## src/rtl/gray_pkg.sv

```systemverilog
// Shared types and helpers for the binary-to-Gray sweep sequencer.
package gray_pkg;

  localparam int unsigned WIDTH_MAX = 8;

  typedef enum logic [2:0] {
    ST_IDLE,
    ST_SETTLE,
    ST_CHECK,
    ST_WRAP,
    ST_DONE
  } state_t;

  // Reference binary-to-Gray mapping at the widest supported code size.
  function automatic logic [WIDTH_MAX-1:0] bin2gray(input logic [WIDTH_MAX-1:0] b);
    return b ^ (b >> 1);
  endfunction

  function automatic logic is_one_hot(input logic [WIDTH_MAX-1:0] v);
    return (v != '0) && ((v & (v - WIDTH_MAX'(1))) == '0);
  endfunction

endpackage

```

## src/rtl/gray_step_checker.sv

```systemverilog
// Combinational per-step check: reference mapping and single-bit-change rule.
module gray_step_checker
  import gray_pkg::*;
#(
  parameter int unsigned WIDTH = 4
) (
  input  logic [WIDTH-1:0] bin,
  input  logic [WIDTH-1:0] gray,
  input  logic [WIDTH-1:0] prev_gray,
  input  logic             first,
  output logic             map_fail,
  output logic             adj_fail
);

  logic [WIDTH_MAX-1:0] ref_gray;

  assign ref_gray = bin2gray(WIDTH_MAX'(bin));
  assign map_fail = gray != WIDTH'(ref_gray);
  // The first code has no predecessor within the sweep.
  assign adj_fail = !first && !is_one_hot(WIDTH_MAX'(gray ^ prev_gray));

endmodule

```

## src/rtl/gray_sweep_ctrl.sv

```systemverilog
// Sweeps every binary code through an external Gray converter and checks
// each returned code, plus the wrap from the last code back to code 0.
module gray_sweep_ctrl
  import gray_pkg::*;
#(
  parameter int unsigned WIDTH     = 4,
  parameter int unsigned STEP_WAIT = 1
) (
  input  logic             clk,
  input  logic             rst,
  input  logic             start,
  output logic [WIDTH-1:0] bin_out,
  input  logic [WIDTH-1:0] gray_in,
  output logic             code_valid,
  output logic [WIDTH-1:0] code_bin,
  output logic [WIDTH-1:0] code_gray,
  output logic             code_err,
  output logic             busy,
  output logic             done,
  output logic             err,
  output logic [WIDTH:0]   err_count
);

  localparam int unsigned      CNT_W       = 4;
  localparam logic [CNT_W-1:0] SETTLE_LOAD = (STEP_WAIT > 0) ? CNT_W'(STEP_WAIT - 1) : '0;
  localparam logic             SKIP_SETTLE = (STEP_WAIT == 0);
  localparam logic [WIDTH-1:0] LAST_CODE   = '1;
  localparam logic [WIDTH:0]   COUNT_MAX   = '1;
  localparam logic [WIDTH:0]   COUNT_ONE   = (WIDTH+1)'(1);

  state_t           state, state_d;
  logic [CNT_W-1:0] cnt, cnt_d;
  logic [WIDTH-1:0] prev_gray, prev_gray_d;
  logic [WIDTH-1:0] gray_first, gray_first_d;
  logic [WIDTH-1:0] bin_out_d, code_bin_d, code_gray_d;
  logic             code_valid_d, code_err_d, busy_d, done_d, err_d;
  logic [WIDTH:0]   err_count_d;

  logic [WIDTH-1:0] chk_bin, chk_gray;
  logic             chk_first, map_fail, adj_fail;

  // WRAP reuses the checker: sampled code-0 gray against the last sampled gray.
  assign chk_bin   = (state == ST_WRAP) ? '0 : bin_out;
  assign chk_gray  = (state == ST_WRAP) ? gray_first : gray_in;
  assign chk_first = (state == ST_CHECK) && (bin_out == '0);

  gray_step_checker #(.WIDTH(WIDTH)) u_checker (
    .bin       (chk_bin),
    .gray      (chk_gray),
    .prev_gray (prev_gray),
    .first     (chk_first),
    .map_fail  (map_fail),
    .adj_fail  (adj_fail)
  );

  always_ff @(posedge clk) begin
    if (rst) begin
      state      <= ST_IDLE;
      cnt        <= '0;
      prev_gray  <= '0;
      gray_first <= '0;
      bin_out    <= '0;
      code_valid <= 1'b0;
      code_bin   <= '0;
      code_gray  <= '0;
      code_err   <= 1'b0;
      busy       <= 1'b0;
      done       <= 1'b0;
      err        <= 1'b0;
      err_count  <= '0;
    end else begin
      state      <= state_d;
      cnt        <= cnt_d;
      prev_gray  <= prev_gray_d;
      gray_first <= gray_first_d;
      bin_out    <= bin_out_d;
      code_valid <= code_valid_d;
      code_bin   <= code_bin_d;
      code_gray  <= code_gray_d;
      code_err   <= code_err_d;
      busy       <= busy_d;
      done       <= done_d;
      err        <= err_d;
      err_count  <= err_count_d;
    end
  end

  always_comb begin
    state_d      = state;
    cnt_d        = cnt;
    prev_gray_d  = prev_gray;
    gray_first_d = gray_first;
    bin_out_d    = bin_out;
    code_valid_d = 1'b0;
    code_bin_d   = code_bin;
    code_gray_d  = code_gray;
    code_err_d   = 1'b0;
    busy_d       = busy;
    done_d       = 1'b0;
    err_d        = err;
    err_count_d  = err_count;

    unique case (state)
      ST_IDLE: begin
        if (start) begin
          bin_out_d   = '0;
          err_d       = 1'b0;
          err_count_d = '0;
          busy_d      = 1'b1;
          cnt_d       = SETTLE_LOAD;
          state_d     = SKIP_SETTLE ? ST_CHECK : ST_SETTLE;
        end
      end
      ST_SETTLE: begin
        if (cnt == '0) state_d = ST_CHECK;
        else           cnt_d   = cnt - CNT_W'(1);
      end
      ST_CHECK: begin
        code_valid_d = 1'b1;
        code_bin_d   = bin_out;
        code_gray_d  = gray_in;
        code_err_d   = map_fail || adj_fail;
        prev_gray_d  = gray_in;
        if (bin_out == '0) gray_first_d = gray_in;
        if (map_fail || adj_fail) begin
          err_d = 1'b1;
          if (err_count != COUNT_MAX) err_count_d = err_count + COUNT_ONE;
        end
        if (bin_out == LAST_CODE) begin
          state_d = ST_WRAP;
        end else begin
          bin_out_d = bin_out + WIDTH'(1);
          cnt_d     = SETTLE_LOAD;
          state_d   = SKIP_SETTLE ? ST_CHECK : ST_SETTLE;
        end
      end
      ST_WRAP: begin
        if (adj_fail) begin
          err_d = 1'b1;
          if (err_count != COUNT_MAX) err_count_d = err_count + COUNT_ONE;
        end
        done_d  = 1'b1;
        busy_d  = 1'b0;
        state_d = ST_DONE;
      end
      ST_DONE: begin
        state_d = ST_IDLE;
      end
      default: begin
        state_d = ST_IDLE;
      end
    endcase
  end

endmodule

```

## config.mk

```make
export PLATFORM = sky130hd
export DESIGN_NAME = gray_sweep_ctrl
export DESIGN_NICKNAME = d
export VERILOG_FILES = /design/src/rtl/gray_pkg.sv /design/src/rtl/gray_step_checker.sv /design/src/rtl/gray_sweep_ctrl.sv
export SDC_FILE = /design/constraint.sdc
export NUM_CORES = 1
export LEC_CHECK = 0
export ABC_AREA = 1
export BUFFER_PORTS_ARGS = -buffer_cell sky130_fd_sc_hd__clkbuf_2
export CORE_ASPECT_RATIO = 1.75
export CORE_MARGIN = 4
export CORE_UTILIZATION = 56
export CTS_CLUSTER_SIZE = 12
export DETAILED_ROUTE_END_ITERATION = 16
export PLACE_DENSITY = 0.76
export SETUP_SLACK_MARGIN = 0.5
export SLEW_MARGIN = 20
export SYNTH_ARGS = -nofsm -noshare
export SYNTH_HDL_FRONTEND = slang
export SYNTH_SLANG_ARGS = --single-unit
```

## constraint.sdc

```tcl
create_clock -name clk -period 1.98 [get_ports clk]
set_input_delay 0.198 -clock clk [delete_from_list [all_inputs] [get_ports clk]]
set_output_delay 0.198 -clock clk [all_outputs]
set_load 0.05 [all_outputs]
```

==> results by group, run 1 <==
Setup path
  – Critical path class: register to register
  – Data arrival time at the worst-slack endpoint: 2230 ps
  – Critical-path cell list: buf_6, nor2_4, nand2_2, nand2_2, nand2_1, nand2_1, nand2_1, nand3_2, nand3_4, a21oi_4, buf_6, nand4_1, nand2_1, nor2_1
  – CP max stage cell: sky130_fd_sc_hd__dfxtp_4
  – Max Fanout on Critical Path: 5
  – Launching element type of the critical path: register
  – Critical path's largest stage delay: 360 ps
  – Worst setup EP type: register
  – Critical Path Most Common Cell: sky130_fd_sc_hd__nand2_1
  – Critical path required time: 2170 ps

Yosys
  – Area share of the leading cell type in the synthesized netlist: 35.9%
  – FF+latch count, synth: 33
  – Number of synthesized flops with an enable pin: 0
  – Share of synthesized area occupied by flip-flops and latches: 35.9%
  – Fraction of registers with async set/reset: 0%
  – Synthesized instance count: 269
  – Count of cell types in the netlist: 31
  – Yosys Warn Count: 0
  – Yosys top cell by area: sky130_fd_sc_hd__dfxtp_1
  – Synthesized net count: 281
  – Flip-flop cell with the highest count after synthesis: sky130_fd_sc_hd__dfxtp_1
  – Mean area per synthesized cell: 6.85 sq um
  – Netlist Area Pre-Place: 1840 sq um
  – Largest cells by area after synthesis: sky130_fd_sc_hd__dfxtp_1, sky130_fd_sc_hd__nand2_1, sky130_fd_sc_hd__inv_1, sky130_fd_sc_hd__nand3_1, sky130_fd_sc_hd__nor2_1

Die
  – Starting density of the core: 58.6%
  – I/O Pins: 29
  – Number of core rows: 27
  – Area of the die: 4310 sq um
  – Die height: 83.9 microns
  – Width of the die: 51.4 microns
  – Core Box Area: 3140 sq um

Placed design
  – Pre-CTS worst setup slack: -64.1 ps
  – HPWL reported at the end of detailed placement: 3590 microns
  – Port-buffer cells: 28
  – Routability Congestion: 0.891

Cells and area
  – Count of filler cells inserted in the layout: 167
  – Fraction of final layout cells with drive strength greater than 1: 40.9%
  – Count of inserted antenna diode cells: 0
  – Number of nets in the final layout: 348
  – Area Overhead vs Synth: 48.4%

Power and ir drop
  – Share of total power in combinational logic: 59.5%
  – Power dissipated by switching net loads: 2030 uW
  – Reg power frac: 25.6%
  – Proportion of total power due to net switching: 47.9%
  – PwrDens: 1560 nW/um^2
  – Clock share of power: 14.9%
  – Static leakage: 0.00127 uW
  – Worst voltage drop across the vdd grid: 1130 uV
  – Internal: 2220 uW

Global routing
  – Pin count of the biggest net entering global routing: 14
  – Via count of the first global-routing pass: 2018
  – Number of antenna violations at the first check in global routing: 0
  – Total congestion overflow: 0
  – First-pass GRT wire length: 8810 microns
  – Aggregate global-route resource usage: 26.8%

Timing
  – Unrepaired setup endpoints after global routing: yes
  – Endpoints failing hold: 0
  – Highest Clock Rate: 490 MHz
  – Worst hold slack across all endpoints: 181 ps
  – Max-Slew Margin vs Limit: 72.3%
  – Final Worst Setup Slack: -62.3 ps
  – Skew final: 7.81 ps
  – Pin slew with the least headroom to its limit: 415 ps
  – Time the worst path needs with I/O delays and setup: 2040 ps
  – Total of endpoints with negative setup slack in the final report: 3
  – Slew Limit Fails: 0
  – Period utilization: 103%

Clock tree
  – Worst-path clk slew: 70 ps
  – Clock tree from TritonCTS: built
  – Num Clock Sinks: 33
  – Clock buffer count from CTS: 5
  – Max H-tree Level: 2
  – Hold-fix buffers, CTS: 0
  – Maximum root-to-sink buffer count: 2
  – Worst-skew pair later-pin latency: 290 ps
  – Cell at the root of the clock tree: sky130_fd_sc_hd__clkbuf_8

Status
  – Run status: complete, but fails checks
  – Failing checks: negative setup slack

Detailed routing
  – Total vias in the final route: 2198
  – Violation count after the first detailed-routing iteration: 94
  – First-pass iteration count of the detailed router: 4
  – Drt total wl: 6360 microns
  – Remaining routing DRC violations: 0
  – Average wire per cell in the routed design: 16.7 microns
  – Routed vias/inst: 5.78
  – Antenna-violating nets left: 0

Run
  – Total of max-cap violations: 0

Hold path
  – Hold crit path type: primary input to register
layout make-up:
| type | instances | area (sq um) | area share [%] |
|---|---|---|---|
| clock inverter | 2 | 33.8 | 1.24 |
| timing repair buffer | 66 | 513 | 18.8 |
| multi-input combinational | 192 | 1220 | 44.5 |
| sequential | 33 | 689 | 25.2 |
| clock buffer | 6 | 72.6 | 2.65 |
| inverter | 38 | 154 | 5.63 |
| tap | 43 | 53.8 | 1.97 |
synthesized netlist by cell type, types with 2 or more instances:
master,number
sky130_fd_sc_hd__nand2_1,64
sky130_fd_sc_hd__inv_1,36
sky130_fd_sc_hd__dfxtp_1,33
sky130_fd_sc_hd__nor2_1,26
sky130_fd_sc_hd__nand3_1,21
sky130_fd_sc_hd__a21oi_1,18
sky130_fd_sc_hd__o21ai_0,12
sky130_fd_sc_hd__nand4_1,11
sky130_fd_sc_hd__nor3_1,7
sky130_fd_sc_hd__ha_1,5
sky130_fd_sc_hd__nand3_2,4
sky130_fd_sc_hd__a211oi_1,3
sky130_fd_sc_hd__clkbuf_1,3
sky130_fd_sc_hd__a31oi_1,2
sky130_fd_sc_hd__buf_4,2
sky130_fd_sc_hd__inv_2,2
sky130_fd_sc_hd__nand3_4,2
sky130_fd_sc_hd__nor3b_1,2
sky130_fd_sc_hd__nor4_1,2
sky130_fd_sc_hd__or2_2,2
sky130_fd_sc_hd__xor2_1,2
routing by layer:
layer	wire length [microns]	up-vias	global-route usage [%]
li1	-	1021	-
met2	3450	95	47.8
met5	0	-	0
met3	285	38	5.37
met4	403	0	17.7
met1	2220	1044	26.5
sequential cells by signal, indices dropped and copies added (netlist names):
name and flops:
done 1, err_count 5, gray_first 4, err 1, busy 1, prev_gray 4, bin_out 4, code_bin 4
cnt 4, code_err 1, state 3, code_valid 1
cells by family (layout without fill, tap and decap cells):
group	count (synthesis)	after routing	synth area share, %
fa+ha+maj	5	5	3.40
flops	33	33	35.9
compound gates	38	38	11.6
xor+xnor	2	2	0.951
simple gates	146	147	38.1
buf+inv	45	112	10.1
power by group through the flow:
stage / sequential, uW / combinational, uW / clock, uW
after floorplan: 1420 / 992 / 0
after global placement: 1060 / 1760 / 0
after detailed placement: 1070 / 1800 / 0
after CTS: 1070 / 2150 / 636
after global routing: 1110 / 2720 / 657
final: 1090 / 2530 / 632
path summary, 6_finish.rpt:
kind,startpoint,endpoint,slack (ps),depth (start not counted)
max reg2reg,state[2]$_SDFFE_PP0P_,err_count[4]$_SDFFE_PP0P_,-60,14
min reg2reg,busy$_SDFFE_PP0P_,busy$_SDFFE_PP0P_,490,2
max,state[2]$_SDFFE_PP0P_,err_count[4]$_SDFFE_PP0P_,-60,14
min,gray_in[0],prev_gray[0]$_SDFFE_PP0P_,180,3
worst max-delay path: cells and delay by family (launching register included):
kind	cells	cell delay, ps
AND/OR/NAND/NOR	11	1090
flip-flops	1	360
buffers and inverters	2	270
AO/OA/AOI/OAI	1	220
cell usage in the layout (no fill, tap or decap), types with 2 or more instances in the layout:
master	instances
sky130_fd_sc_hd__a211oi_2	2
sky130_fd_sc_hd__a21oi_1	16
sky130_fd_sc_hd__a21oi_4	2
sky130_fd_sc_hd__buf_12	4
sky130_fd_sc_hd__buf_4	24
sky130_fd_sc_hd__buf_6	10
sky130_fd_sc_hd__clkbuf_2	28
sky130_fd_sc_hd__clkbuf_8	5
sky130_fd_sc_hd__dfxtp_1	20
sky130_fd_sc_hd__dfxtp_2	8
sky130_fd_sc_hd__dfxtp_4	5
sky130_fd_sc_hd__ha_1	4
sky130_fd_sc_hd__inv_1	32
sky130_fd_sc_hd__inv_2	2
sky130_fd_sc_hd__inv_4	3
sky130_fd_sc_hd__nand2_1	50
sky130_fd_sc_hd__nand2_2	12
sky130_fd_sc_hd__nand2_4	3
sky130_fd_sc_hd__nand3_1	17
sky130_fd_sc_hd__nand3_2	5
sky130_fd_sc_hd__nand3_4	6
sky130_fd_sc_hd__nand4_1	11
sky130_fd_sc_hd__nor2_1	24
sky130_fd_sc_hd__nor2_4	3
sky130_fd_sc_hd__nor3_1	6
sky130_fd_sc_hd__nor3b_2	2
sky130_fd_sc_hd__o21ai_0	10
sky130_fd_sc_hd__o21ai_1	3
sky130_fd_sc_hd__or2_2	2
stage by stage:
step | instances | util, % | setup TNS (ps) | instance area, sq um | power [uW]
after global placement | 346 | 68.1 | 0 | 2140 | 2820
after floorplan | 269 | - | 0 | 1880 | 2410
after detailed placement | 346 | 68.1 | -201 | 2140 | 2870
after global routing | 380 | 87.0 | -827 | 2730 | 4490
after CTS | 372 | 80.6 | 0 | 2530 | 3860
final | 380 | 87.0 | -116 | 2730 | 4250
timing repair:
| item | 4_1_cts | 5_1_grt |
|---|---|---|
| setup buffers | 17 | 8 |
| resized for setup | 35 | 33 |
| setup endpoints to repair | 25 | 28 |
| cloned | 1 | 0 |
| pin swaps | 19 | 21 |
(Power assumes the default switching activity.)
==> run 2, diff against run 1 <==
--- a/config.mk
+++ b/config.mk
@@ -6,9 +6,8 @@
 export NUM_CORES = 1
 export LEC_CHECK = 0
-export ABC_AREA = 1
 export BUFFER_PORTS_ARGS = -buffer_cell sky130_fd_sc_hd__clkbuf_2
 export CORE_ASPECT_RATIO = 1.75
 export CORE_MARGIN = 4
-export CORE_UTILIZATION = 56
+export CORE_UTILIZATION = 55
 export CTS_CLUSTER_SIZE = 12
 export DETAILED_ROUTE_END_ITERATION = 16
==> constraint.sdc (replaced) <==
create_clock -name clk -period 1.98 [get_ports clk]
set_input_delay 0.099 -clock clk [delete_from_list [all_inputs] [get_ports clk]]
set_output_delay 0.099 -clock clk [all_outputs]
set_load 0.05 [all_outputs]
==> run 2 against run 1 <==
  * The flow still finishes with violations (negative setup slack)
  * Sequential share of layout area increased by 5.2 points
  * Sequential power decreased by 36%
  * Wire length fell by 33%
  * Maximum frequency decreased by 1.8%
  * Utilization fell by 10 points
  * Hold slack worse by 59 ps
  * Setup slack got worse by 37 ps
  * Power down 62%
  * Clock skew down 3.6 ps
  * Largest power group is now sequential cells
==> results by group, run 2 <==
Status
  – Run status: complete, but fails checks (unchanged)
  – Failing checks: negative setup slack (unchanged)

Yosys
  – Share of synthesized area occupied by flip-flops and latches: 40.1% (was 35.9%)
  – Yosys top cell by area: sky130_fd_sc_hd__dfxtp_1 (unchanged)
  – Flip-flop cell with the highest count after synthesis: sky130_fd_sc_hd__dfxtp_1 (unchanged)
  – FF+latch count, synth: 33 (unchanged)
  – Count of cell types in the netlist: 43 (was 31)
  – Area share of the leading cell type in the synthesized netlist: 40.1% (was 35.9%)
  – Netlist Area Pre-Place: 1650 sq um (was 1840 sq um)
  – Top cells by instance count after synthesis: sky130_fd_sc_hd__dfxtp_1, sky130_fd_sc_hd__nand2_1, sky130_fd_sc_hd__a21oi_1, sky130_fd_sc_hd__nor2_1, sky130_fd_sc_hd__nor3_1 (was sky130_fd_sc_hd__nand2_1, sky130_fd_sc_hd__inv_1, sky130_fd_sc_hd__dfxtp_1)
  – Synthesized net count: 205 (was 281)
  – Largest cells by area after synthesis: sky130_fd_sc_hd__dfxtp_1, sky130_fd_sc_hd__a21oi_1, sky130_fd_sc_hd__mux2i_1, sky130_fd_sc_hd__nand2_1, sky130_fd_sc_hd__nor2_1 (was sky130_fd_sc_hd__dfxtp_1, sky130_fd_sc_hd__nand2_1, sky130_fd_sc_hd__inv_1, sky130_fd_sc_hd__nand3_1, sky130_fd_sc_hd__nor2_1)
  – Number of synthesized flops with an enable pin: 0 (unchanged)
  – Synthesized instance count: 193 (was 269)
  – Top-count cell post-synth: sky130_fd_sc_hd__dfxtp_1 (was sky130_fd_sc_hd__nand2_1)
  – Yosys Warn Count: 0 (unchanged)
  – Fraction of registers with async set/reset: 0% (unchanged)
  – Mean area per synthesized cell: 8.54 sq um (was 6.85 sq um)

Clock tree
  – Cell at the root of the clock tree: sky130_fd_sc_hd__clkbuf_8 (unchanged)
  – Hold-fix buffers, CTS: 0 (unchanged)
  – Clock buffer count from CTS: 5 (unchanged)
  – Clock tree from TritonCTS: built (unchanged)
  – Max H-tree Level: 2 (unchanged)
  – Worst-path clk slew: 70 ps (about the same)
  – Worst-skew pair later-pin latency: 290 ps (about the same)
  – Num Clock Sinks: 33 (unchanged)
  – Maximum root-to-sink buffer count: 2 (unchanged)

Power and ir drop
  – PwrDens: 730 nW/um^2 (was 1560 nW/um^2)
  – Worst voltage drop across the vdd grid: 624 uV (was 1130 uV)
  – Static leakage: 0.000990 uW (was 0.00127 uW)

Cells and area
  – Largest reg by FF count: err_count (unchanged)
  – Number of nets in the final layout: 252 (was 348)
  – Area Overhead vs Synth: 35.1% (was 48.4%)
  – Count of inserted antenna diode cells: 0 (unchanged)
  – Final cell count without fillers: 269 (was 380)
  – Number of flip-flops under the largest register name: 5 (unchanged)
  – Fraction of final layout cells with drive strength greater than 1: 41.1% (was 40.9%)
  – Commonest cells after routing, fill and taps aside: sky130_fd_sc_hd__clkbuf_2, sky130_fd_sc_hd__dfxtp_1, sky130_fd_sc_hd__nand2_1, sky130_fd_sc_hd__a21oi_1, sky130_fd_sc_hd__nor2_1 (was sky130_fd_sc_hd__nand2_1, sky130_fd_sc_hd__inv_1, sky130_fd_sc_hd__clkbuf_2, sky130_fd_sc_hd__nor2_1, sky130_fd_sc_hd__buf_4)
  – Commonest non-fill, non-tap cell in the layout: sky130_fd_sc_hd__clkbuf_2 (was sky130_fd_sc_hd__nand2_1)
  – Final instance area: 2230 sq um (was 2730 sq um)
  – Post-Route Utilization: 77.0% (was 87.0%)

Detailed routing
  – Antenna-violating nets left: 0 (unchanged)
  – Violation count after the first detailed-routing iteration: 49 (was 94)
  – Total vias in the final route: 1618 (was 2198)
  – Drt total wl: 4250 microns (was 6360 microns)
  – Remaining routing DRC violations: 0 (unchanged)
  – First-pass iteration count of the detailed router: 4 (unchanged)
  – Routed vias/inst: 6.01 (was 5.78)
  – Average wire per cell in the routed design: 15.8 microns (was 16.7 microns)

Global routing
  – Via count of the first global-routing pass: 1581 (was 2018)
  – Number of antenna violations at the first check in global routing: 0 (unchanged)
  – Aggregate global-route resource usage: 22.6% (was 26.8%)
  – First-pass GRT wire length: 6880 microns (was 8810 microns)
  – Total congestion overflow: 0 (unchanged)
  – Pin count of the biggest net entering global routing: 23 (was 14)

Timing
  – Endpoints failing hold: 0 (unchanged)
  – Slew Limit Fails: 0 (unchanged)
  – Unrepaired setup endpoints after global routing: yes (unchanged)
  – Time the worst path needs with I/O delays and setup: 2080 ps (was 2040 ps)
  – Max-Slew Margin vs Limit: 66.5% (was 72.3%)
  – Skew final: 4.18 ps (was 7.81 ps)
  – Highest Clock Rate: 481 MHz (was 490 MHz)
  – Total of endpoints with negative setup slack in the final report: 6 (was 3)
  – Pin slew with the least headroom to its limit: 503 ps (was 415 ps)
  – Period utilization: 105% (was 103%)
  – Final Worst Setup Slack: -99.6 ps (was -62.3 ps)

Setup path
  – Critical path's largest stage delay: 330 ps (was 360 ps)
  – Worst setup EP type: register (unchanged)
  – Number of buffer and inverter instances along the worst setup path: 0 (was 2)
  – CP max stage cell: sky130_fd_sc_hd__dfxtp_2 (was sky130_fd_sc_hd__dfxtp_4)
  – Family with the most delay on the worst path: compound AO/OA/AOI/OAI gates (was simple AND/OR/NAND/NOR gates)
  – Data arrival time at the worst-slack endpoint: 2260 ps (was 2230 ps)
  – Critical path class: register to register (unchanged)
  – Critical path required time: 2160 ps (was 2170 ps)
  – Max Fanout on Critical Path: 6 (was 5)
  – Launching element type of the critical path: register (unchanged)
  – Critical-path cell list: nand3b_4, mux2i_2, xnor2_2, xor2_1, o211ai_2, a31oi_4, a21o_2, a32o_1 (was buf_6, nor2_4, nand2_2, nand2_2, nand2_1, nand2_1, nand2_1, nand3_2, nand3_4, a21oi_4, buf_6, nand4_1, nand2_1, nor2_1)

Placed design
  – Number of instances in the placed design: 250 (was 346)
  – Port-buffer cells: 28 (unchanged)
  – HPWL reported at the end of detailed placement: 2860 microns (was 3590 microns)
  – Routability Congestion: 0.857 (was 0.891)
  – Placement Cell Area: 1900 sq um (was 2140 sq um)

Die
  – Starting density of the core: 57.0% (was 58.6%)
  – Number of core rows: 26 (was 27)
  – Width of the die: 49.4 microns (was 51.4 microns)
  – Core Box Area: 2900 sq um (was 3140 sq um)
  – Area of the die: 3970 sq um (was 4310 sq um)
  – I/O Pins: 29 (unchanged)
  – Die height: 80.4 microns (was 83.9 microns)

Run
  – Total of max-cap violations: 0 (unchanged)

Hold path
  – Hold crit path type: primary input to register (unchanged)
-- run 2: changes by cell type after synthesis, sizes merged, moves of 4 or more --
| cell | previous run | this run |
|---|---|---|
| nand2 | 65 | 22 |
| inv | 38 | 8 |
| nand3 | 27 | 3 |
| mux2i | 0 | 9 |
| nand4 | 11 | 2 |
| o21ai | 13 | 4 |
| nor2 | 28 | 20 |
| and3 | 0 | 5 |
| xor2 | 2 | 7 |
| a32o | 0 | 4 |
| nand3b | 0 | 4 |
-- run 2: routing by layer --
layer	GRT usage, %	vias up	part of all wire, %
met5	0	-	0
met4	15.5	0	3.1
met3	4.82	12	4.0
met2	41.8	48	55
met1	21.9	789	38
li1	-	769	-
-- run 2: worst reg2reg max path, stage by stage (launching register included) --
cell	delay, ps
sky130_fd_sc_hd__dfxtp_2	330
sky130_fd_sc_hd__nand3b_4	190
sky130_fd_sc_hd__mux2i_2	300
sky130_fd_sc_hd__xnor2_2	140
sky130_fd_sc_hd__xor2_1	190
sky130_fd_sc_hd__o211ai_2	210
sky130_fd_sc_hd__a31oi_4	140
sky130_fd_sc_hd__a21o_2	230
sky130_fd_sc_hd__a32o_1	240
-- run 2: logic make-up (layout without fill, tap and decap cells) --
kind of cell	after synthesis	count (layout)	synth area share, %
buffers and inverters	18	66	4.48
xor gates and xnor gates	10	10	5.31
AOI/OAI and AO/OA	41	41	17.6
DFF	33	33	40.1
muxes	9	9	5.46
adders and majority gates	5	5	3.79
and+or+nand+nor	77	77	23.3
-- run 2: final timing paths --
kind	start	to	slack, ps	cells past startpoint
worst max register to register	state[2]$_SDFFE_PP0P_	err_count[4]$_SDFFE_PP0P_	-100	8
worst min-delay path	gray_in[0]	prev_gray[0]$_SDFFE_PP0P_	120	3
worst min register to register	err$_SDFFE_PP0P_	err$_SDFFE_PP0P_	460	2
worst max-delay path	state[2]$_SDFFE_PP0P_	err_count[4]$_SDFFE_PP0P_	-100	8
-- run 2: where the power goes --
| part | switching, uW | internal (uW) |
|---|---|---|
| logic | 197 | 164 |
| clock network | 251 | 314 |
| registers | 18.1 | 683 |
| total | 466 | 1160 |
-- run 2: timing repair --
item | in CTS | in global routing
setup endpoints to repair | 16 | 20
pin swaps | 12 | 4
setup buffers | 9 | 2
resized for setup | 22 | 13
hold endpoints to repair | 0 | 0
-- run 2: metrics by stage --
stage / total power, uW / setup WS [ps] / TNS (ps) / hold slack (ps)
2_1_floorplan: 908 / 8.21 / 0 / 235
3_3_place_gp: 971 / 25.7 / 0 / 385
3_5_place_dp: 982 / -80.1 / -297 / 395
4_1_cts: 1610 / -48.8 / -169 / 102
5_1_grt: 1700 / -177 / -976 / 112
6_report: 1630 / -99.6 / -423 / 122
-- run 2: cell type report --
class / instances / area [sq um]
clock buffer: 7 / 96.3
clock inverter: 1 / 5.00
fill: 202 / 667
inverter: 8 / 30.0
multi-input combinational: 142 / 1060
sequential: 33 / 677
tap: 28 / 35.0
timing repair buffer: 50 / 328
==> run 3, diff against run 2 <==
Settings changed: BUFFER_PORTS_ARGS -buffer_cell sky130_fd_sc_hd__clkbuf_2 to -buffer_cell sky130_fd_sc_hd__buf_4, GPL_TIMING_DRIVEN from default to 0.
==> run 3 against run 2 <==
  * Critical endpoint is now err_count[1]$_SDFFE_PP0P_
  * Sequential share of layout area decreased by 1.4 points
  * Design area grew 4.9%
  * The run still ends with negative setup slack left
  * Non-clock buffer count is 7 higher
  * Largest cell class unchanged
  * Utilization is 3.8 points higher
==> results by group, run 3 (synthesized netlist as in run 2, its figures left out) <==
Status
  – Run status: complete, but fails checks (unchanged)
  – Failing checks: negative setup slack (unchanged)

Cells and area
  – Number of nets in the final layout: 259 (was 252)
  – Commonest non-fill, non-tap cell in the layout: sky130_fd_sc_hd__buf_4 (was sky130_fd_sc_hd__clkbuf_2)
  – Area Overhead vs Synth: 41.7% (was 35.1%)
  – Number of flip-flops under the largest register name: 5 (unchanged)
  – Count of inserted antenna diode cells: 0 (unchanged)
  – Fraction of final layout cells with drive strength greater than 1: 40.3% (was 41.1%)
  – Multi-input combinational cell area: 1050 sq um (was 1060 sq um)
  – Storage element area: 678 sq um (was 677 sq um)
  – Largest reg by FF count: err_count (unchanged)
  – Count of filler cells inserted in the layout: 190 (was 202)
  – Commonest cells after routing, fill and taps aside: sky130_fd_sc_hd__buf_4, sky130_fd_sc_hd__dfxtp_1, sky130_fd_sc_hd__nand2_1, sky130_fd_sc_hd__nor2_1, sky130_fd_sc_hd__a21oi_1 (was sky130_fd_sc_hd__clkbuf_2, sky130_fd_sc_hd__dfxtp_1, sky130_fd_sc_hd__nand2_1, sky130_fd_sc_hd__a21oi_1, sky130_fd_sc_hd__nor2_1)

Global routing
  – Via count of the first global-routing pass: 1602 (was 1581)
  – Number of antenna violations at the first check in global routing: 0 (unchanged)
  – Total congestion overflow: 0 (unchanged)
  – First-pass GRT wire length: 7010 microns (was 6880 microns)
  – Aggregate global-route resource usage: 22.7% (was 22.6%)
  – Pin count of the biggest net entering global routing: 11 (was 23)

Timing
  – Endpoints failing hold: 0 (unchanged)
  – Highest Clock Rate: 475 MHz (was 481 MHz)
  – Time the worst path needs with I/O delays and setup: 2110 ps (was 2080 ps)
  – Pin slew with the least headroom to its limit: 534 ps (was 503 ps)
  – Total Neg Setup Slack: -635 ps (was -423 ps)
  – Total of endpoints with negative setup slack in the final report: 6 (unchanged)
  – Slew Limit Fails: 0 (unchanged)
  – Max-Slew Margin vs Limit: 64.4% (was 66.5%)
  – Final Worst Setup Slack: -127 ps (was -99.6 ps)
  – Unrepaired setup endpoints after global routing: yes (unchanged)
  – Skew final: 3.47 ps (was 4.18 ps)
  – Period utilization: 106% (was 105%)

Setup path
  – Capture instance of the worst register-to-register path: err_count[1]$_SDFFE_PP0P_ (was err_count[4]$_SDFFE_PP0P_)
  – Data arrival time at the worst-slack endpoint: 2280 ps (was 2260 ps)
  – Critical-path cell list: nand3b_4, mux2i_1, xnor2_1, xor2_1, o211ai_2, a31oi_4, a21o_2, a32o_1 (was nand3b_4, mux2i_2, xnor2_2, xor2_1, o211ai_2, a31oi_4, a21o_2, a32o_1)
  – End of the critical path: err_count[1]$_SDFFE_PP0P_ (was err_count[4]$_SDFFE_PP0P_)
  – Number of buffer and inverter instances along the worst setup path: 0 (unchanged)
  – Critical path class: register to register (unchanged)
  – Timing startpoint of the critical path: state[2]$_SDFFE_PP0P_ (unchanged)
  – Worst r2r src: state[2]$_SDFFE_PP0P_ (unchanged)
  – Number of cell instances on the worst register-to-register path: 8 (unchanged)
  – Critical path required time: 2150 ps (was 2160 ps)
  – Critical path depth in cells: 8 (unchanged)
  – Launching element type of the critical path: register (unchanged)
  – Register-to-register setup slack: -130 ps (was -100 ps)
  – Worst setup EP type: register (unchanged)
  – Critical path's largest stage delay: 360 ps (was 330 ps)
  – Max Fanout on Critical Path: 6 (unchanged)
  – Family with the most delay on the worst path: compound AO/OA/AOI/OAI gates (unchanged)
  – CP max stage cell: sky130_fd_sc_hd__dfxtp_4 (was sky130_fd_sc_hd__dfxtp_2)

Clock tree
  – Cell at the root of the clock tree: sky130_fd_sc_hd__clkbuf_8 (unchanged)
  – Hold-fix buffers, CTS: 0 (unchanged)
  – Worst-path clk slew: 60 ps (was 70 ps)
  – Max H-tree Level: 2 (unchanged)
  – Worst-skew pair later-pin latency: 280 ps (was 290 ps)
  – Clock tree from TritonCTS: built (unchanged)
  – Clock buffer count from CTS: 5 (unchanged)
  – Num Clock Sinks: 33 (unchanged)
  – Maximum root-to-sink buffer count: 2 (unchanged)

Placed design
  – Routability Congestion: 0.805 (was 0.857)
  – Pre-CTS worst setup slack: -263 ps (was -80.1 ps)
  – HPWL reported at the end of detailed placement: 2880 microns (was 2860 microns)
  – Port-buffer cells: 28 (unchanged)

Detailed routing
  – Drt total wl: 4210 microns (was 4250 microns)
  – Average wire per cell in the routed design: 15.2 microns (was 15.8 microns)
  – First-pass iteration count of the detailed router: 4 (unchanged)
  – Antenna-violating nets left: 0 (unchanged)
  – Routed vias/inst: 5.75 (was 6.01)
  – Total vias in the final route: 1587 (was 1618)
  – Violation count after the first detailed-routing iteration: 36 (was 49)
  – Remaining routing DRC violations: 0 (unchanged)

Power and ir drop
  – Worst voltage drop across the vdd grid: 549 uV (was 624 uV)
  – Share of total power in combinational logic: 22.9% (was 22.2%)
  – Internal: 1240 uW (was 1160 uW)
  – Reg power frac: 41.3% (was 43.1%)
  – Clock share of power: 35.8% (was 34.7%)
  – Static leakage: 0.00104 uW (was 0.000990 uW)
  – PwrDens: 723 nW/um^2 (was 730 nW/um^2)
  – Power dissipated by switching net loads: 450 uW (was 466 uW)
  – Proportion of total power due to net switching: 26.7% (was 28.6%)

Die
  – Die height: 80.4 microns (unchanged)
  – Core Box Area: 2900 sq um (unchanged)
  – Number of core rows: 26 (unchanged)
  – Width of the die: 49.4 microns (unchanged)
  – Starting density of the core: 57.0% (unchanged)
  – I/O Pins: 29 (unchanged)
  – Area of the die: 3970 sq um (unchanged)

Hold path
  – Startpoint of the worst hold path: gray_in[2] (was gray_in[0])
  – Hold crit path type: primary input to register (unchanged)

Run
  – Total of max-cap violations: 0 (unchanged)
## run 3: power by group through the flow
stage | Sequential (uW) | Combinational, uW | Clock (uW)
4_1_cts | 697 | 353 | 615
3_3_place_gp | 713 | 254 | 0
2_1_floorplan | 743 | 165 | 0
6_report | 698 | 387 | 604
5_1_grt | 700 | 419 | 649
3_5_place_dp | 714 | 262 | 0
## run 3: worst min-delay path by stage
stage | to | slack, ps | cells past startpoint
after CTS | gray_first[2]$_SDFFE_PP0P_ | 90 | 3
after detailed placement | gray_first[2]$_SDFFE_PP0P_ | 380 | 3
after floorplan | prev_gray[0]$_SDFFE_PP0P_ | 240 | 2
after global routing | prev_gray[3]$_SDFFE_PP0P_ | 110 | 3
after global placement | gray_first[2]$_SDFFE_PP0P_ | 380 | 3
final | gray_first[2]$_SDFFE_PP0P_ | 90 | 3
## run 3: what timing repair did
action                                  CTS  global route
resized for setup                        29            12
pin swaps                                16            12
buffers inserted                         16             3
endpoints found under the setup margin   20            28
## run 3: layer usage
metal | track usage, % | vias to the layer above | part of all wire, %
li1 | - | 780 | -
met1 | 22.6 | 747 | 36
met2 | 44.2 | 43 | 57
met3 | 3.71 | 17 | 3.9
met4 | 11.4 | 0 | 3.4
met5 | 0 | - | 0
## run 3: layout make-up
| class | instances | share of cell area, % |
|---|---|---|
| plain buffers | 10 | 2.68 |
| clock buffers | 6 | 3.10 |
| clock inverters | 2 | 1.45 |
| inverters | 8 | 1.28 |
| multi-input cells | 142 | 44.8 |
| flip-flops and latches | 33 | 29.0 |
| well taps | 28 | 1.50 |
| repair buffers | 47 | 16.2 |
## run 3: worst reg2reg max path: stages, from the launching register on
cell                       delay, ps
sky130_fd_sc_hd__dfxtp_4         360
sky130_fd_sc_hd__nand3b_4        220
sky130_fd_sc_hd__mux2i_1         160
sky130_fd_sc_hd__xnor2_1         280
sky130_fd_sc_hd__xor2_1          120
sky130_fd_sc_hd__o211ai_2        240
sky130_fd_sc_hd__a31oi_4         150
sky130_fd_sc_hd__a21o_2          250
sky130_fd_sc_hd__a32o_1          220
## run 3: per-stage QoR
step / area [sq um] / instances / total power (uW) / util, % / hold WS, ps
after detailed placement: 1930 / 249 / 976 / 66.8 / 380
after global routing: 2340 / 276 / 1770 / 80.7 / 106
after global placement: 1930 / 249 / 967 / 66.8 / 378
after floorplan: 1690 / 193 / 908 / - / 235
after CTS: 2280 / 273 / 1660 / 78.8 / 86.7
final: 2340 / 276 / 1690 / 80.7 / 89.3
